File: src/rtl/gs232c_jtb_pkg.sv
// gs232c_jtb_pkg -- shared types for the indirect-jump target buffer.
//
// Contents:
//   jtb_entry_t : one table entry {valid, tag, target, conf}
//   qptr_t      : prediction queue pointer (queue depth up to 8)
//   qcnt_t      : prediction queue occupancy (0..8)
//   conf_sat_inc: saturating confidence increment
//
// Optional feature macro: GS232C_JTB_CONF_EN adds the 2-bit confidence
// counter to every entry. Without it, entries carry no confidence state.
//
// The tag field is sized for the widest tag a 32-bit PC can supply; the
// table module zero-fills the bits above its TAGW parameter, so those
// flops are constant and drop out.
package gs232c_jtb_pkg;

  localparam int TGTW     = 30;
  localparam int TAG_MAXW = 30;
  localparam int CONFW    = 2;
  localparam int QPTRW    = 3;

  typedef logic [QPTRW-1:0] qptr_t;
  typedef logic [QPTRW:0]   qcnt_t;

  typedef struct packed {
    logic                valid;
    logic [TAG_MAXW-1:0] tag;
    logic [TGTW-1:0]     target;
`ifdef GS232C_JTB_CONF_EN
    logic [CONFW-1:0]    conf;
`endif
  } jtb_entry_t;

  function automatic logic [CONFW-1:0] conf_sat_inc(input logic [CONFW-1:0] c);
    return (c == '1) ? c : c + CONFW'(1);
  endfunction

endpackage

File: src/rtl/gs232c_sel_first_field.sv
// gs232c_sel_first_field -- picks the field of the lowest-numbered set bit.
//
// Ports:
//   mask_i   [N]    : candidate slots
//   fields_i [N][W] : one field per slot
//   found_o         : at least one mask bit set
//   field_o  [W]    : field of the lowest set mask bit ('0 when none)
module gs232c_sel_first_field #(
  parameter int N = 4,
  parameter int W = 31
) (
  input  logic [N-1:0]        mask_i,
  input  logic [N-1:0][W-1:0] fields_i,
  output logic                found_o,
  output logic [W-1:0]        field_o
);

  // Scan from the top down so the lowest set bit is the last to win.
  always_comb begin
    found_o = 1'b0;
    field_o = '0;
    for (int i = N - 1; i >= 0; i--) begin
      if (mask_i[i]) begin
        found_o = 1'b1;
        field_o = fields_i[i];
      end
    end
  end

endmodule

File: src/rtl/gs232c_jtb_pq.sv
// gs232c_jtb_pq -- indirect-jump target buffer with a prediction queue.
//
// A lookup (pc_go) reads FW consecutive table entries starting at the
// index of bt_pc, registers the per-slot hit/target result, and pushes it
// into a BUFD-deep queue on the following cycle. The queue head, masked
// by o_jrops (lowest set bit wins), drives the prediction.
//
// Ports:
//   clock, reset            : clock, synchronous active-high reset
//   bt_pc, pc_go            : lookup PC and lookup strobe
//   iq_go                   : pop queue head (ignored when empty)
//   pr_cancel / buf_cancel  : keep only head / flush whole queue
//   br_cancel, br_jrop      : redirect by an indirect jump -> table write
//   br_ok                   : indirect jump retired correctly predicted
//   br_pc, br_target        : branch PC and resolved target
//   jhr_last_br/jhr_last_pr : last-target history (branch / predict view)
//   o_jrops                 : jump-slot mask of the head group
//   o_target, o_hit         : prediction and whether it came from the table
//   buf_full                : queue holds BUFD groups
//   init_busy               : table clear sequencer running
//
// Handshake: pc_go and iq_go are single-cycle strobes; there is no ready
// back-pressure. A result arriving while the queue is full is dropped.
//
// Optional feature macro: GS232C_JTB_CONF_EN enables per-entry confidence
// counters (mispredict hysteresis and br_ok reinforcement). Without it,
// every indirect-jump redirect rewrites the entry and br_ok is ignored.
module gs232c_jtb_pq
  import gs232c_jtb_pkg::*;
#(
  parameter int FW      = 4,
  parameter int ENTRIES = 16,
  parameter int TAGW    = 9,
  parameter int BUFD    = 2
) (
  input  logic          clock,
  input  logic          reset,
  input  logic [31:0]   bt_pc,
  input  logic          pc_go,
  input  logic          iq_go,
  input  logic          pr_cancel,
  input  logic          buf_cancel,
  input  logic          br_cancel,
  input  logic          br_jrop,
  input  logic          br_ok,
  input  logic [31:0]   br_pc,
  input  logic [31:0]   br_target,
  input  logic [29:0]   jhr_last_br,
  input  logic [29:0]   jhr_last_pr,
  input  logic [FW-1:0] o_jrops,
  output logic [29:0]   o_target,
  output logic          o_hit,
  output logic          buf_full,
  output logic          init_busy
);

  localparam int IDXW  = $clog2(ENTRIES);
  localparam int TAGLO = IDXW + 2;
  localparam int PW    = $clog2(BUFD);

  function automatic logic [TAG_MAXW-1:0] tag_of(input logic [31:0] pc);
    logic [TAG_MAXW-1:0] t;
    t = '0;
    t[TAGW-1:0] = pc[TAGLO +: TAGW];
    return t;
  endfunction

  function automatic qptr_t ptr_inc(input qptr_t p);
    return (p + qptr_t'(1)) & qptr_t'(BUFD - 1);
  endfunction

  // ---------------- table and init sequencer ----------------
  jtb_entry_t       table_q [ENTRIES];
  logic             init_busy_q, init_busy_d;
  logic [IDXW-1:0]  init_idx_q, init_idx_d;

  always_comb begin
    init_busy_d = init_busy_q;
    init_idx_d  = init_idx_q;
    if (reset) begin
      init_busy_d = 1'b1;
      init_idx_d  = '0;
    end else if (init_busy_q) begin
      init_idx_d = init_idx_q + IDXW'(1);
      if (init_idx_q == IDXW'(ENTRIES - 1)) init_busy_d = 1'b0;
    end
  end

  always_ff @(posedge clock) begin
    init_busy_q <= init_busy_d;
    init_idx_q  <= init_idx_d;
  end

  assign init_busy = init_busy_q;

  // ---------------- lookup (old contents on same-cycle update) ----------------
  logic [IDXW-1:0]          lk_idx;
  logic [TAG_MAXW-1:0]      lk_tag;
  logic [FW-1:0]            lk_hit;
  logic [FW-1:0][TGTW-1:0]  lk_tgt;

  assign lk_idx = bt_pc[IDXW+1:2];
  assign lk_tag = tag_of(bt_pc);

  for (genvar g = 0; g < FW; g++) begin : g_slot
    logic [IDXW:0] slot;
    jtb_entry_t    e;
    // The extra top bit flags slots past the last entry: they never hit.
    assign slot      = {1'b0, lk_idx} + (IDXW + 1)'(g);
    assign e         = table_q[slot[IDXW-1:0]];
    assign lk_hit[g] = ~slot[IDXW] & e.valid & (e.tag == lk_tag) & ~init_busy_q;
    assign lk_tgt[g] = e.target;
`ifdef GS232C_JTB_CONF_EN
    logic unused_conf;
    assign unused_conf = ^e.conf;
`endif
  end

  // ---------------- update ----------------
  logic [IDXW-1:0]      u_idx;
  logic [TAG_MAXW-1:0]  u_tag;
  jtb_entry_t           u_e, u_new;
  logic                 u_thit, u_we;

  assign u_idx  = br_pc[IDXW+1:2];
  assign u_tag  = tag_of(br_pc);
  assign u_e    = table_q[u_idx];
  assign u_thit = u_e.valid && (u_e.tag == u_tag);

  always_comb begin
    u_we         = 1'b0;
    u_new        = '0;
    // A target equal to the history already predicts itself; store invalid.
    u_new.valid  = (br_target[31:2] != jhr_last_br);
    u_new.tag    = u_tag;
    u_new.target = br_target[31:2];
`ifdef GS232C_JTB_CONF_EN
    u_new.conf   = CONFW'(1);
`endif
    if (!reset && !init_busy_q) begin
      if (br_cancel) begin
        if (br_jrop) begin
          u_we = 1'b1;
`ifdef GS232C_JTB_CONF_EN
          // A confident entry survives one mispredict with confidence lost.
          if (u_thit && (u_e.conf != '0)) begin
            u_new      = u_e;
            u_new.conf = u_e.conf - CONFW'(1);
          end
`endif
        end
      end
`ifdef GS232C_JTB_CONF_EN
      else if (br_ok && u_thit) begin
        u_we       = 1'b1;
        u_new      = u_e;
        u_new.conf = conf_sat_inc(u_e.conf);
      end
`endif
    end
  end

  always_ff @(posedge clock) begin
    if (!reset && init_busy_q) table_q[init_idx_q] <= '0;
    else if (u_we)             table_q[u_idx]      <= u_new;
  end

  // ---------------- read stage ----------------
  logic                    rd_v_q;
  logic [FW-1:0]           rd_hit_q;
  logic [FW-1:0][TGTW-1:0] rd_tgt_q;

  always_ff @(posedge clock) begin
    if (reset) rd_v_q <= 1'b0;
    else       rd_v_q <= pc_go;
    if (pc_go) begin
      rd_hit_q <= lk_hit;
      rd_tgt_q <= lk_tgt;
    end
  end

  // ---------------- prediction queue ----------------
  qptr_t head_q, head_d, tail_q, tail_d, head_pop;
  qcnt_t cnt_q, cnt_d, cnt_pop;
  logic  pop, push;
  logic [FW-1:0]           qh_q [BUFD];
  logic [FW-1:0][TGTW-1:0] qt_q [BUFD];

  assign pop      = iq_go && (cnt_q != '0);
  assign cnt_pop  = cnt_q - qcnt_t'(pop);
  assign head_pop = pop ? ptr_inc(head_q) : head_q;

  // Order within a cycle: pop, then cancel, then push of the read stage.
  always_comb begin
    head_d = head_pop;
    tail_d = tail_q;
    cnt_d  = cnt_pop;
    push   = 1'b0;
    if (buf_cancel) begin
      cnt_d  = '0;
      tail_d = head_pop;
    end else if (pr_cancel) begin
      if (pop || (cnt_q == '0)) begin
        cnt_d  = '0;
        tail_d = head_pop;
      end else begin
        cnt_d  = qcnt_t'(1);
        tail_d = ptr_inc(head_q);
      end
    end else if (rd_v_q && (cnt_pop != qcnt_t'(BUFD))) begin
      push   = 1'b1;
      tail_d = ptr_inc(tail_q);
      cnt_d  = cnt_pop + qcnt_t'(1);
    end
  end

  always_ff @(posedge clock) begin
    if (reset) begin
      head_q <= '0;
      tail_q <= '0;
      cnt_q  <= '0;
    end else begin
      head_q <= head_d;
      tail_q <= tail_d;
      cnt_q  <= cnt_d;
    end
    if (push) begin
      qh_q[tail_q[PW-1:0]] <= rd_hit_q;
      qt_q[tail_q[PW-1:0]] <= rd_tgt_q;
    end
  end

  assign buf_full = (cnt_q == qcnt_t'(BUFD));

  // ---------------- head slot selection ----------------
  logic [FW-1:0][TGTW:0] head_fields;
  logic                  sel_found;
  logic [TGTW:0]         sel_field;

  always_comb begin
    for (int i = 0; i < FW; i++)
      head_fields[i] = {qh_q[head_q[PW-1:0]][i], qt_q[head_q[PW-1:0]][i]};
  end

  gs232c_sel_first_field #(.N(FW), .W(TGTW + 1)) u_sel (
    .mask_i   (o_jrops),
    .fields_i (head_fields),
    .found_o  (sel_found),
    .field_o  (sel_field)
  );

  assign o_hit    = sel_found && sel_field[TGTW] && (cnt_q != '0);
  assign o_target = o_hit ? sel_field[TGTW-1:0] : jhr_last_pr;

  logic unused_bits;
  assign unused_bits = ^{bt_pc, br_pc, br_target[1:0], br_ok, u_e};

endmodule

File: config.mk
export PLATFORM = sky130hd
export DESIGN_NAME = gs232c_jtb_pq
export DESIGN_NICKNAME = d
export VERILOG_FILES = /design/src/rtl/gs232c_jtb_pkg.sv /design/src/rtl/gs232c_sel_first_field.sv /design/src/rtl/gs232c_jtb_pq.sv
export SDC_FILE = /design/constraint.sdc
export NUM_CORES = 2
export LEC_CHECK = 0
export CAP_MARGIN = 30
export CORE_MARGIN = 4
export CORE_UTILIZATION = 40
export DETAILED_ROUTE_END_ITERATION = 16
export HOLD_SLACK_MARGIN = 0.12
export SETUP_SLACK_MARGIN = 0.2
export SLEW_MARGIN = 25
export SYNTH_ARGS = -nofsm -noshare
export SYNTH_HDL_FRONTEND = slang
export SYNTH_HIERARCHICAL = 1
export SYNTH_SLANG_ARGS = --single-unit
File: constraint.sdc
create_clock -name clock -period 23.5 [get_ports clock]
set_clock_uncertainty 0.2 [all_clocks]
set_input_delay 4.7 -clock clock [delete_from_list [all_inputs] [get_ports clock]]
set_output_delay 4.7 -clock clock [all_outputs]
set_load 0.005 [all_outputs]
==> impl_results.md <==
- Setup tns final: 0 ns
- Kind of end point of the critical path: output pin
- Area fraction of the dominant cell type after synthesis: 0.5600
- Warning count from the yosys run: 6
- Layout cell share with drive strength beyond 1: 0.4251
- Psw: 0.9881 mW
- Global route overflow: 0
- Mux contribution to synthesized area: 0.3581
- Postcts setup bufs: 0
- Fin nets: 2973
- Post-synth net total: 2859
- Root Buffer: clkbuf_16
- Yosys cell types: 55
- Critical path type: input pin to output pin
- Port bufs: 160
- Skew-Pair Late Insertion Delay: 0.69 ns
- CTS Hold Buffers Added: 0
- Clock sink count: 1024
- Cells after Synth: 2681
- GR met1 Demand/Resource: 0.2972
- Leakage: 20.17 nW
- Unrepaired setup endpoints after global routing: false
- Cts repair resizes: 0
- First-pass GRT wire length: 220300 um
- Area growth, synth to finish: 13.45%
- Cell with the most instances after synthesis: edfxtp_1
- Max-slew violation count: 0
- Fraction of registers with async set/reset: 0
- Seq pwr share: 0.484
- Fillcell total: 11100
- Post-DR vias/cell: 6.571
- Post-Synth Adder-Cell Area: 0.002075
- First-pass DRT Iterations: 7
- Final Cycle Share: 0.5535
- Status: finished, final reports clean
- Synth Flop Type: edfxtp_1
- Via count: 30520
- Max VDD drop: 0.05586 mV
- Ant diodes: 0
- Antenna violation net count after detailed routing: 0
- Simple-gate area share of the yosys netlist: 0.02036
- Comb pwr share: 0.110
- Post-synth EDFFs: 1012
- Worst hold slack: 0.2403 ns
- Overall die width: 376.3 um
- Vias in the first global route: 30600
- Starting Density: 0.4046
- Final hold vios: 0
- Drt total wl: 153100 um
- Die Span Y: 376.3 um
- CTS tree: done
- Synth Cell Area: 0.05426 mm^2
- #FFs+latches synth: 1024
- Ports: 202
- M2 GR Usage: 0.3502
- Period minus WS final: 13.01 ns
- TritonCTS buffer count: 108
- HPWL after detailed placement: 90510 um
- Power Density: 69.06 mW/mm^2
- Met3 Resource Use GR: 0.03517
- Die ar.: 0.1416 mm^2
- Switch share: 0.2324
- Synth area leaders: edfxtp_1, mux4_2, mux2_2
- Cell internal pwr: 3.263 mW
- Initial antenna violation count: 4
- Gpl congestion: 0.8203
- WL per Instance: 32.97 um
- WP data required: 18.60 ns
- Core Area: 0.1341 mm^2
- Avg Inst Size Synth: 20.24 um^2
- Least-Margin Pin Slew: 0.9999 ns
- Worst slew margin: 0.3334
- Xor/xnor share of the synthesized area: 0.01305
- Clock slew at reported path FFs: 0.06 ns
- Register area share after synthesis: 0.5645
- Top post-synthesis cells by count: edfxtp_1, mux4_2, mux2_2, buf_2, clkbuf_1
- Highest clock rate: 76.88 MHz
- Top Usage Layer GRT: met2
- Initial DRC count: 3404
- Pin count of the biggest net entering global routing: 172
- Row cnt: 134
- Critical Path Fanout Max: 31
- Max Cap Viol: 0
- Final setup viols: 0
- WP data arrival: 8.11 ns
- GRT Total Usage: 0.2149
- Synth area leader: edfxtp_1
- Synth Area in Compound Gates: 0.01953
- Startpoint Class: input pin
- H-tree depth: 3
- Largest family of logic cells by synthesized area: multiplexers
- DRC: 0
- Hold Path Class: flop to flop
- Clk pwr share: 0.405
- Clk buf depth: 3
## registers in the layout, summed over array words and instances (netlist names)
signal,flops
init_idx_q,4
init_busy,1
rd_v_q,1
qt_q,240
qh_q,8
rd_hit_q,4
table_q,640
head_q,1
cnt_q,4
tail_q,1
rd_tgt_q,120
## cell families after synthesis
| logic type | count (synthesis) |
|---|---|
| buf+inv | 245 |
| xor+xnor | 80 |
| simple gates | 203 |
| fa+ha+maj | 9 |
| mux | 966 |
| compound gates | 154 |
| flops | 1024 |
## cell type report
type / instances / area [um^2] / share of cell area
Sequential cell: 1024 / 30630 / 0.4976
Multi-Input combinational cell: 1412 / 22670 / 0.3682
Clock buffer: 124 / 2826 / 0.04591
Timing Repair Buffer: 237 / 2435 / 0.03955
Tap cell: 1768 / 2212 / 0.03593
Clock inverter: 68 / 742.0 / 0.01205
Inverter: 12 / 45.04 / 0.0007316
## cells in the final DEF, fill, tap and decap left out, drive strengths merged, types with 10 or more instances in the layout
master,n
nand2,29
a211oi,13
mux2i,44
clkinvlp,13
buf,83
and2,41
clkdlybuf4s50,154
a31oi,12
a22oi,29
bufinv,13
a21oi,51
xnor2,62
mux4,764
and3,10
xor2,18
dfxtp,12
clkinv,40
clkbuf,124
o22ai,31
nor2b,13
edfxtp,1012
inv,14
nor4,10
mux2,158
nor2,40
nand4,17
nand3,17
## path summary, 6_finish.rpt
path / startpoint / depth (start not counted) / slack, ns / end
setup / recovery: o_jrops[0] / 10 / 10.49 / o_target[1]
hold / removal: rd_tgt_q[40] / 0 / 0.24 / qt_q[0][40]
setup reg to reg: init_busy / 6 / 18.76 / table_q[0][21]
hold reg to reg: rd_tgt_q[40] / 0 / 0.24 / qt_q[0][40]
## power by group through the flow
stage	clock network, mW	registers (mW)	logic [mW]
after floorplan	0	2.09	0.313
after global placement	0	2.09	0.466
after detailed placement	0	2.10	0.472
after CTS	1.76	2.06	0.474
after global routing	1.84	2.06	0.495
final	1.72	2.06	0.470
## per-stage QoR
step           utilization  total power [mW]  cells  worst slack (ns)  cell area, um^2
6_report            0.4590             4.251   4645             10.49            61560
5_1_grt             0.4590             4.399   4645             10.38            61560
4_1_cts             0.4582             4.294   4641             10.41            61450
3_5_place_dp        0.4316             2.570   4449             10.41            57890
3_3_place_gp        0.4301             2.559   4442             10.39            57690
2_1_floorplan            -             2.404   2681             3.683            54260
## routing by layer
layer  part of all wire  vias up
li1                   -    12070
met1               0.39    16370
met2               0.49     1811
met3              0.089      282
met4              0.034        0
met5                  0        -
## critical path: stages
cell and delay [ns]:
clkdlybuf4s50_1 0.57, nand2b_2 0.15, buf_4 0.59, o22ai_1 0.18, a21oi_1 0.30, nand2_1 0.16
nor2_4 0.09, buf_4 0.44, mux2_2 0.44, clkdlybuf4s50_1 0.45
No activity file was read; power rests on OpenSTA's default activity.
